## config.mk

```make
export PLATFORM = sky130hd
export DESIGN_NAME = gps_iq_sched
export DESIGN_NICKNAME = d
export VERILOG_FILES = /design/src/rtl/gps_iq_sched.sv
export SDC_FILE = /design/constraint.sdc
export NUM_CORES = 1
export LEC_CHECK = 0
export CAP_MARGIN = 20
export CORE_MARGIN = 2
export CORE_UTILIZATION = 55
export DETAILED_ROUTE_END_ITERATION = 6
export PLACE_DENSITY = 0.8
export SETUP_SLACK_MARGIN = 0.4
export SYNTH_ARGS = -nofsm -noshare
export SYNTH_HDL_FRONTEND = slang
export SYNTH_SLANG_ARGS = --single-unit
```

## constraint.sdc

```tcl
create_clock -name clk -period 4.7 [get_ports clk]
set_input_delay 0.705 -clock clk [delete_from_list [all_inputs] [get_ports clk]]
set_output_delay 0.705 -clock clk [all_outputs]
set_load 0.01 [all_outputs]
```

## src/rtl/gps_iq_sched.sv

```systemverilog
// Readout scheduler for the GPS correlator channels: round-robin arbitration of the single
// serial IQ path, per-word deserialisation and valid/ready delivery to the CPU side.
module gps_iq_sched #(
    parameter int unsigned NCHAN      = 12,
    parameter int unsigned INTEG_BITS = 18,
    parameter int unsigned CHW        = 4
) (
    input  logic                  clk,
    input  logic                  rst_n,
    input  logic [NCHAN-1:0]      chan_en,
    input  logic [NCHAN-1:0]      ms0,
    input  logic [NCHAN-1:0]      sout,
    output logic [NCHAN-1:0]      shift,
    output logic                  out_valid,
    input  logic                  out_ready,
    output logic [INTEG_BITS-1:0] out_data,
    output logic [CHW-1:0]        out_chan,
    output logic [2:0]            out_idx,
    output logic                  out_last,
    output logic [NCHAN-1:0]      ovr,
    input  logic [NCHAN-1:0]      ovr_clr,
    output logic                  busy
);

    localparam int unsigned BCW = $clog2(INTEG_BITS);
    localparam logic [BCW-1:0] LastBit = BCW'(INTEG_BITS - 1);
    localparam logic [NCHAN-1:0] ChanOne = NCHAN'(1);
    localparam logic [2:0] LastWord = 3'd5;

    typedef enum logic [1:0] {StIdle, StShift, StPresent} state_e;

    state_e                state_q;
    logic [CHW-1:0]        cur_q;
    logic [CHW-1:0]        rr_q;
    logic [BCW-1:0]        bitcnt_q;
    logic [2:0]            wordcnt_q;
    logic [INTEG_BITS-2:0] word_q;
    logic [NCHAN-1:0]      pend_q;
    logic                  aborted_q;

    logic [NCHAN-1:0]      eligible;
    logic [NCHAN-1:0]      grant_mask;
    logic [NCHAN-1:0]      abort_mask;
    logic [NCHAN-1:0]      pend_d;
    logic [NCHAN-1:0]      ovr_d;
    logic                  found;
    logic [CHW-1:0]        sel;
    logic [CHW:0]          cand;
    logic                  abort;
    logic [INTEG_BITS-1:0] shifted;

    // A channel pulsing ms0 this cycle is about to reload, so it must not be granted yet.
    assign eligible = pend_q & chan_en & ~ms0;

    always_comb begin
        found = 1'b0;
        sel   = '0;
        cand  = '0;
        for (int unsigned k = 1; k <= NCHAN; k++) begin
            cand = {1'b0, rr_q} + (CHW + 1)'(k);
            if (cand >= (CHW + 1)'(NCHAN)) begin
                cand = cand - (CHW + 1)'(NCHAN);
            end
            if (!found && eligible[cand[CHW-1:0]]) begin
                found = 1'b1;
                sel   = cand[CHW-1:0];
            end
        end
    end

    assign abort      = (state_q != StIdle) && ms0[cur_q];
    assign abort_mask = abort ? (ChanOne << cur_q) : '0;
    assign grant_mask = (state_q == StIdle && found) ? (ChanOne << sel) : '0;

    // New epochs win over the grant clear; an abort re-arms its channel the same way.
    assign pend_d = ((pend_q & ~grant_mask) | ms0) & chan_en;
    assign ovr_d  = (ovr & ~ovr_clr) | (ms0 & pend_q) | abort_mask;

    assign shifted = {word_q, sout[cur_q]};
    assign shift   = (state_q == StShift) ? (ChanOne << cur_q) : '0;
    assign busy    = (state_q != StIdle);

    always_ff @(posedge clk or negedge rst_n) begin
        if (!rst_n) begin
            state_q   <= StIdle;
            cur_q     <= '0;
            rr_q      <= CHW'(NCHAN - 1);
            bitcnt_q  <= '0;
            wordcnt_q <= '0;
            word_q    <= '0;
            pend_q    <= '0;
            aborted_q <= 1'b0;
            ovr       <= '0;
            out_valid <= 1'b0;
            out_data  <= '0;
            out_chan  <= '0;
            out_idx   <= '0;
            out_last  <= 1'b0;
        end else begin
            pend_q <= pend_d;
            ovr    <= ovr_d;
            unique case (state_q)
                StIdle: begin
                    if (found) begin
                        cur_q     <= sel;
                        rr_q      <= sel;
                        bitcnt_q  <= '0;
                        wordcnt_q <= '0;
                        aborted_q <= 1'b0;
                        state_q   <= StShift;
                    end
                end
                StShift: begin
                    if (abort) begin
                        state_q <= StIdle;
                    end else begin
                        word_q   <= shifted[INTEG_BITS-2:0];
                        bitcnt_q <= bitcnt_q + 1'b1;
                        if (bitcnt_q == LastBit) begin
                            out_valid <= 1'b1;
                            out_data  <= shifted;
                            out_chan  <= cur_q;
                            out_idx   <= wordcnt_q;
                            out_last  <= (wordcnt_q == LastWord);
                            state_q   <= StPresent;
                        end
                    end
                end
                StPresent: begin
                    if (abort) begin
                        aborted_q <= 1'b1;
                    end
                    if (out_ready) begin
                        out_valid <= 1'b0;
                        if (wordcnt_q == LastWord || abort || aborted_q) begin
                            state_q <= StIdle;
                        end else begin
                            wordcnt_q <= wordcnt_q + 1'b1;
                            bitcnt_q  <= '0;
                            state_q   <= StShift;
                        end
                    end
                end
                default: state_q <= StIdle;
            endcase
        end
    end

endmodule
```

==> reports/metrics.yaml, run 1 <==
status:
  status: "completed"
global_route:
  grt_max_degree: 87
  grt_usage_pct: 33.0
  grt_pass1_wl_microns: 33000
  grt.overflow.total: 0
  grt_pass1_vias: 6169
  antenna_found_initial: 0
die:
  die_w_microns: 113
  ioPinCount: 103
  fp-row-count: 39
  coreArea_sq_um: 11500
  die_y_microns: 113
  die_area_sq_um: 12700
  initial_core_util_pct: 56.7
power:
  power_w: 0.00738
  sw_frac_of_total_pct: 47.2
  power_frac_comb_pct: 74.3
  p_switching_w: 0.00348
  p_int_w: 0.00389
  clkPwrFrac_pct: 9.5
  powerDensity_nw_per_um2: 812
  ir_drop_uv: 759
  leakagePower_nw: 3.88
  p_seq_share_pct: 16.2
clocking:
  clkSlewWorstSetupHoldPaths_ns: 0.07
  holdBufCountCts: 0
  cts-root-buf: "clkbuf_16"
  clock_latency_ns: 0.34
  clockBufferDepth: 2
  numClockSinks: 86
  tritoncts: "done"
  cts-htree-levels: 3
  cts_buffers: 9
timing:
  finalSetupViolations: 0
  finalHoldViolations: 0
  clock_skew_ns: 0.00986
  timing.final.crit_share_pct: 91.8
  maxSlewHeadroom_pct: 51.4
  whs_ns: 0.196
  slew_viol_final: 0
  clock.fmax_mhz: 232
  tns_ns: 0
  grt_setup_unrepaired: "yes"
  fin_crit_ns: 4.31
  tightestPinTransition_ns: 0.727
place:
  placed_area_sq_um: 7930
  gp_congestion: 0.944
  io_buffers: 102
  place_hpwl_microns: 15600
route:
  first_pass_iters: 5
  vias: 6307
  via_per_inst: 6.36
  post-route-drc-count: 0
  ant_nets: 0
  routedWlPerCell_microns: 22.3
  wl_microns: 22100
  drtIter0Drc: 566
yosys:
  synth_top_area_cell: "dfrtp_1"
  yosys-top-cells-area: "dfrtp_1 32%, mux2_2 8.0%, mux4_2 5.5%"
  avgSynthCellArea_sq_um: 9.80
  synthCells: 664
  post_synth_instance_area_sq_um: 6510
  synthArstFlopShare_pct: 100
  synth-edff-count: 0
  ys_ff_latch: 86
  synthFlopType: "dfrtp_1"
  ys_warn_count: 0
  ys_seq_area_share_pct: 33.1
  syn-num-nets: 742
  synth_top_area_share_pct: 31.9
  synth.distinct_cells: 99
setup_path:
  reg2reg_to: "pend_q[3]"
  crit_path_start_kind: "register"
  worst-setup-path-type: "reg2reg"
  r2r_start: "rr_q[1]"
  cp-end-kind: "register"
  crit_required_ns: 4.92
  rr_worst_depth: 17
  worstPathArrival_ns: 4.53
  r2r_slack_ns: 0.39
  critPathMaxFanout: 7
job:
  max_cap_viol_count: 0
layout:
  layout-drive-gt1-share_pct: 33.2
  diodes: 0
  area_growth_pct: 39.6
  stdcell_area_sq_um: 9080
  fin_nets: 922
  mostFrequentLayoutCell: "clkdlybuf4s50_1"
  layout_common_cells: "101 x clkdlybuf4s50_1, 83 x buf_4, 82 x dfrtp_1"
  fin_util_pct: 79.2
hold_path:
  min_path_type: "in2async"
cells in the mapped netlist (8+ instances only):
master	n
and3b_1	11
ha_1	27
a31oi_1	9
nor2_1	52
dfrtp_1	83
inv_1	26
mux4_2	16
o21ai_0	47
nand3b_1	14
a21oi_1	39
nand2_1	42
mux2_2	46
nor3_1	16
a21o_1	8
nand3_1	12
a22oi_1	15
mux2i_1	11
power by group through the flow:
| stage | sequential [W] | clock [W] | combinational (W) |
|---|---|---|---|
| floorplan | 0.00108 | 0 | 0.00290 |
| global placement | 0.00118 | 0 | 0.00413 |
| detailed placement | 0.00119 | 0 | 0.00422 |
| CTS | 0.00117 | 0.000699 | 0.00451 |
| global route | 0.00122 | 0.000728 | 0.00586 |
| finish | 0.00120 | 0.000698 | 0.00548 |
flip-flops by register name, indices dropped and copies added (netlist names):
name / cells
out_data: 18
word_q: 17
ovr: 12
pend_q: 12
bitcnt_q: 5
cur_q: 4
out_chan: 4
out_idx: 3
rr_q: 3
wordcnt_q: 3
state_q: 2
aborted_q: 1
out_last: 1
out_valid: 1
area by class of cell:
| cell class | instances | area [sq um] |
|---|---|---|
| Tap cell | 143 | 179 |
| Clock buffer | 10 | 239 |
| Sequential cell | 86 | 2170 |
| Inverter | 32 | 131 |
| Fill cell | 727 | 2380 |
| Clock inverter | 6 | 52.6 |
| Timing Repair Buffer | 189 | 1700 |
| Multi-Input combinational cell | 526 | 4610 |
how the worst max path moves through the flow:
| stage | from | end | cells after the start | slack (ns) |
|---|---|---|---|---|
| final | rr_q[1] | pend_q[3] | 17 | 0.39 |
| after global routing | rr_q[1] | pend_q[7] | 19 | 0.28 |
| after CTS | rr_q[1] | pend_q[8] | 17 | 0.41 |
| after detailed placement | rr_q[1] | pend_q[3] | 16 | 0.17 |
| after global placement | rr_q[1] | pend_q[7] | 16 | 0.29 |
| after floorplan | cur_q[2] | pend_q[6] | 14 | 0.46 |
cell families (layout without fill, tap and decap cells):
logic type | count (synthesis) | count (layout) | share of synthesized area, %
compound gates | 201 | 201 | 21.8
buf+inv | 52 | 237 | 3.83
flops | 86 | 86 | 33.1
fa+ha+maj | 27 | 27 | 5.19
mux | 75 | 75 | 15.8
xor+xnor | 15 | 15 | 2.36
simple gates | 208 | 208 | 17.9
worst max-delay path: stages, from the launching register on:
cell and delay, ns:
dfstp_4 0.75, inv_6 0.08, ha_4 0.17, a21oi_4 0.21
xnor2_4 0.13, ha_4 0.19, a21oi_4 0.19, a32oi_1 0.14
o211ai_1 0.32, mux2_4 0.35, a211o_4 0.35, nor3b_4 0.21
and3_4 0.24, a211oi_2 0.05, buf_4 0.16, a21o_4 0.22
nor3_4 0.31, a21oi_2 0.10
metal layers:
layer	GRT usage (%)	up-vias	routed length [microns]
met5	0	-	0
met4	10.4	0	728
met1	43.5	3098	8970
li1	-	2866	-
met2	55.4	289	10800
met3	6.11	54	1630
repair_timing:
action / CTS / global route
hold endpoints to repair: 0 / 0
gates cloned: 0 / 0
endpoints found under the setup margin: 19 / 26
setup buffers: 11 / 30
pin swaps: 1 / 46
resized for setup: 18 / 85
metrics by stage:
stage	setup slack [ns]	std cells
after floorplan	0.455	664
after global placement	0.295	934
after detailed placement	0.172	934
after CTS	0.405	961
after global routing	0.282	992
final	0.387	992
Note: power is estimated with default switching activity, not from simulation.
==> run 2: changes to the inputs <==
HOLD_SLACK_MARGIN = 0.03   (was default)
SLEW_MARGIN = 10   (was default)
==> run 2 against run 1 <==
Combinational power is 6.2% lower. Global-route usage stayed put. Register-to-register slack better by 0.11 ns. Hold slack better by 0.040 ns. Final area is 2.8% lower. Fmax is 2.7% higher. Die area stayed put. Critical path depth is 3 lower. Via count is 1.4% lower. First-iteration DRC count is 1.6% higher.
==> reports/metrics.yaml, run 2 (synthesis results as in run 1) <==
die:
  fp-row-count: 39  # unchanged
  coreArea_sq_um: 11500  # unchanged
  die_area_sq_um: 12700  # unchanged
  die_w_microns: 113  # unchanged
  ioPinCount: 103  # unchanged
  initial_core_util_pct: 56.7  # unchanged
  die_y_microns: 113  # unchanged
timing:
  fin_crit_ns: 4.20  # -0.113 ns
  tightestPinTransition_ns: 0.702  # -0.0249 ns
  worst_slack_ns: 0.500  # +0.113 ns
  grt_setup_unrepaired: "yes"
  clock.fmax_mhz: 238  # +2.7%
  maxSlewHeadroom_pct: 53.1  # +1.7 points
  tns_ns: 0  # unchanged
  finalSetupViolations: 0  # unchanged
  finalHoldViolations: 0  # unchanged
  slew_viol_final: 0  # unchanged
  clock_skew_ns: 0.0105  # +0.000606 ns
  whs_ns: 0.236  # +0.0400 ns
  timing.final.crit_share_pct: 89.4  # -2.4 points
route:
  post-route-drc-count: 0  # unchanged
  ant_nets: 0  # unchanged
  wl_microns: 21300  # -3.9%
  via_per_inst: 6.35  # -0.19%
  vias: 6219  # -1.4%
  first_pass_iters: 5  # unchanged
  drtIter0Drc: 575  # +1.6%
  routedWlPerCell_microns: 21.7  # -2.7%
power:
  ir_drop_uv: 563  # -26%
  leakagePower_nw: 3.80  # -2.0%
  powerDensity_nw_per_um2: 796  # -2.0%
setup_path:
  worstPathArrival_ns: 4.47  # -0.06 ns
  cp.buffers_inverters: 2  # unchanged
  reg2reg_to: "pend_q[8]"
  startpoint: "rr_q[3]"
  worst-setup-path-type: "reg2reg"
  r2r_start: "rr_q[3]"
  rr_worst_depth: 14  # -3
  crit_chain: "clkinvlp_4 -> ha_2 -> a221o_1 -> or3_1 -> o211ai_1 -> a21oi_2 -> or4_4 -> nor3b_4 -> and3_4 -> a211oi_1 -> buf_4 -> a21o_4 -> o21a_4 -> a21oi_1"
  critical_path.endpoint: "pend_q[8]"
  cpPeakStageDelay_ns: 0.76  # about the same
  cp_top_family: "compound AO/OA/AOI/OAI gates"
  path_depth: 14  # -3
  critPathMaxFanout: 10  # +3
  cp-end-kind: "register"
  r2r_slack_ns: 0.50  # +0.11 ns
  crit_required_ns: 4.97  # +0.05 ns
  slowest_stage: "dfstp_4"
  crit_path_start_kind: "register"
clocking:
  cts_buffers: 9  # unchanged
  numClockSinks: 86  # unchanged
  clockBufferDepth: 2  # unchanged
  cts-htree-levels: 3  # unchanged
  clock_latency_ns: 0.34  # about the same
  holdBufCountCts: 0  # unchanged
  tritoncts: "done"
  cts-root-buf: "clkbuf_16"
  clkSlewWorstSetupHoldPaths_ns: 0.07  # about the same
status:
  status: "completed"
layout:
  largest_reg_flops: 18  # unchanged
  diodes: 0  # unchanged
  final_cells: 980  # -1.2%
  largest-register: "out_data"
  layout_common_cells: "101 x clkdlybuf4s50_1, 82 x dfrtp_1, 73 x buf_4"
  n_fill_cell: 762  # +4.8%
  layout-drive-gt1-share_pct: 30.7  # -2.5 points
  fin_nets: 910  # -1.3%
  reg_top3: "out_data: 18 flops, word_q: 17 flops"
  mostFrequentLayoutCell: "clkdlybuf4s50_1"
  area_growth_pct: 35.7
  stdcell_area_sq_um: 8830  # -2.8%
global_route:
  grt_max_degree: 87  # unchanged
  grt_usage_pct: 33.0  # unchanged
  grt.overflow.total: 0  # unchanged
  grt_pass1_vias: 6169  # unchanged
  grt_pass1_wl_microns: 33000  # unchanged
  antenna_found_initial: 0  # unchanged
place:
  io_buffers: 102  # unchanged
  pre_cts_ws_ns: 0.172  # unchanged
  placed_cells: 934  # unchanged
  place_hpwl_microns: 15600  # unchanged
  placed_area_sq_um: 7930  # unchanged
  gp_congestion: 0.944  # unchanged
hold_path:
  min_path_type: "in2async"
job:
  max_cap_viol_count: 0  # unchanged
## run 2: cell count changes in the layout (fill, tap and decap cells not counted), sizes merged
cell / change
buf: -12
## run 2: final cells by class
class | count | area [sq um] | area share (%)
Tap cell | 143 | 179 | 2.03
Inverter | 32 | 131 | 1.49
Multi-Input combinational cell | 526 | 4460 | 50.5
Timing Repair Buffer | 177 | 1600 | 18.1
Clock inverter | 6 | 52.6 | 0.595
Clock buffer | 10 | 239 | 2.71
Sequential cell | 86 | 2170 | 24.6
## run 2: routing by layer
metal  GRT usage (%)  part of all wire, %  vias to the layer above
met5               0                    0                        -
met4            10.4                  3.3                        0
met3            6.11                  7.1                       53
met2            55.4                   47                      279
met1            43.5                   42                     3039
li1                -                    -                     2848
## run 2: per-stage QoR
stage	utilization (%)	power, W
final	77.0	0.00703
after global routing	77.0	0.00745
after CTS	73.2	0.00638
after detailed placement	69.2	0.00542
after global placement	69.2	0.00531
after floorplan	-	0.00398
## run 2: power by group
group          internal, W  switching, W  total (W)  leakage (nW)
registers         0.000947      0.000247    0.00119          1.12
logic              0.00238       0.00276    0.00514          2.54
clock network     0.000380      0.000317   0.000697         0.137
## run 2: how the worst min path moves through the flow
stage	startpoint	endpoint	slack (ns)	depth (start not counted)
after CTS	out_chan[2]	out_chan[2]	0.50	2
after floorplan	rst_n	aborted_q	0.41	0
after global placement	out_idx[1]	out_idx[1]	0.46	2
after detailed placement	out_chan[2]	out_chan[2]	0.48	2
after global routing	rst_n	ovr[3]	0.25	1
final	rst_n	ovr[0]	0.24	1
## run 2: what timing repair did
item | CTS | global route
setup endpoints to repair | 19 | 26
pin swaps | 1 | 21
gates resized for setup | 18 | 58
buffers inserted | 11 | 18
cloned | 0 | 0
==> run 3: changes to the inputs <==
SLEW_MARGIN = default   (was 10)
==> results of run 3 <==
No change in the layout: final DEF, timing and power equal those of run 1.
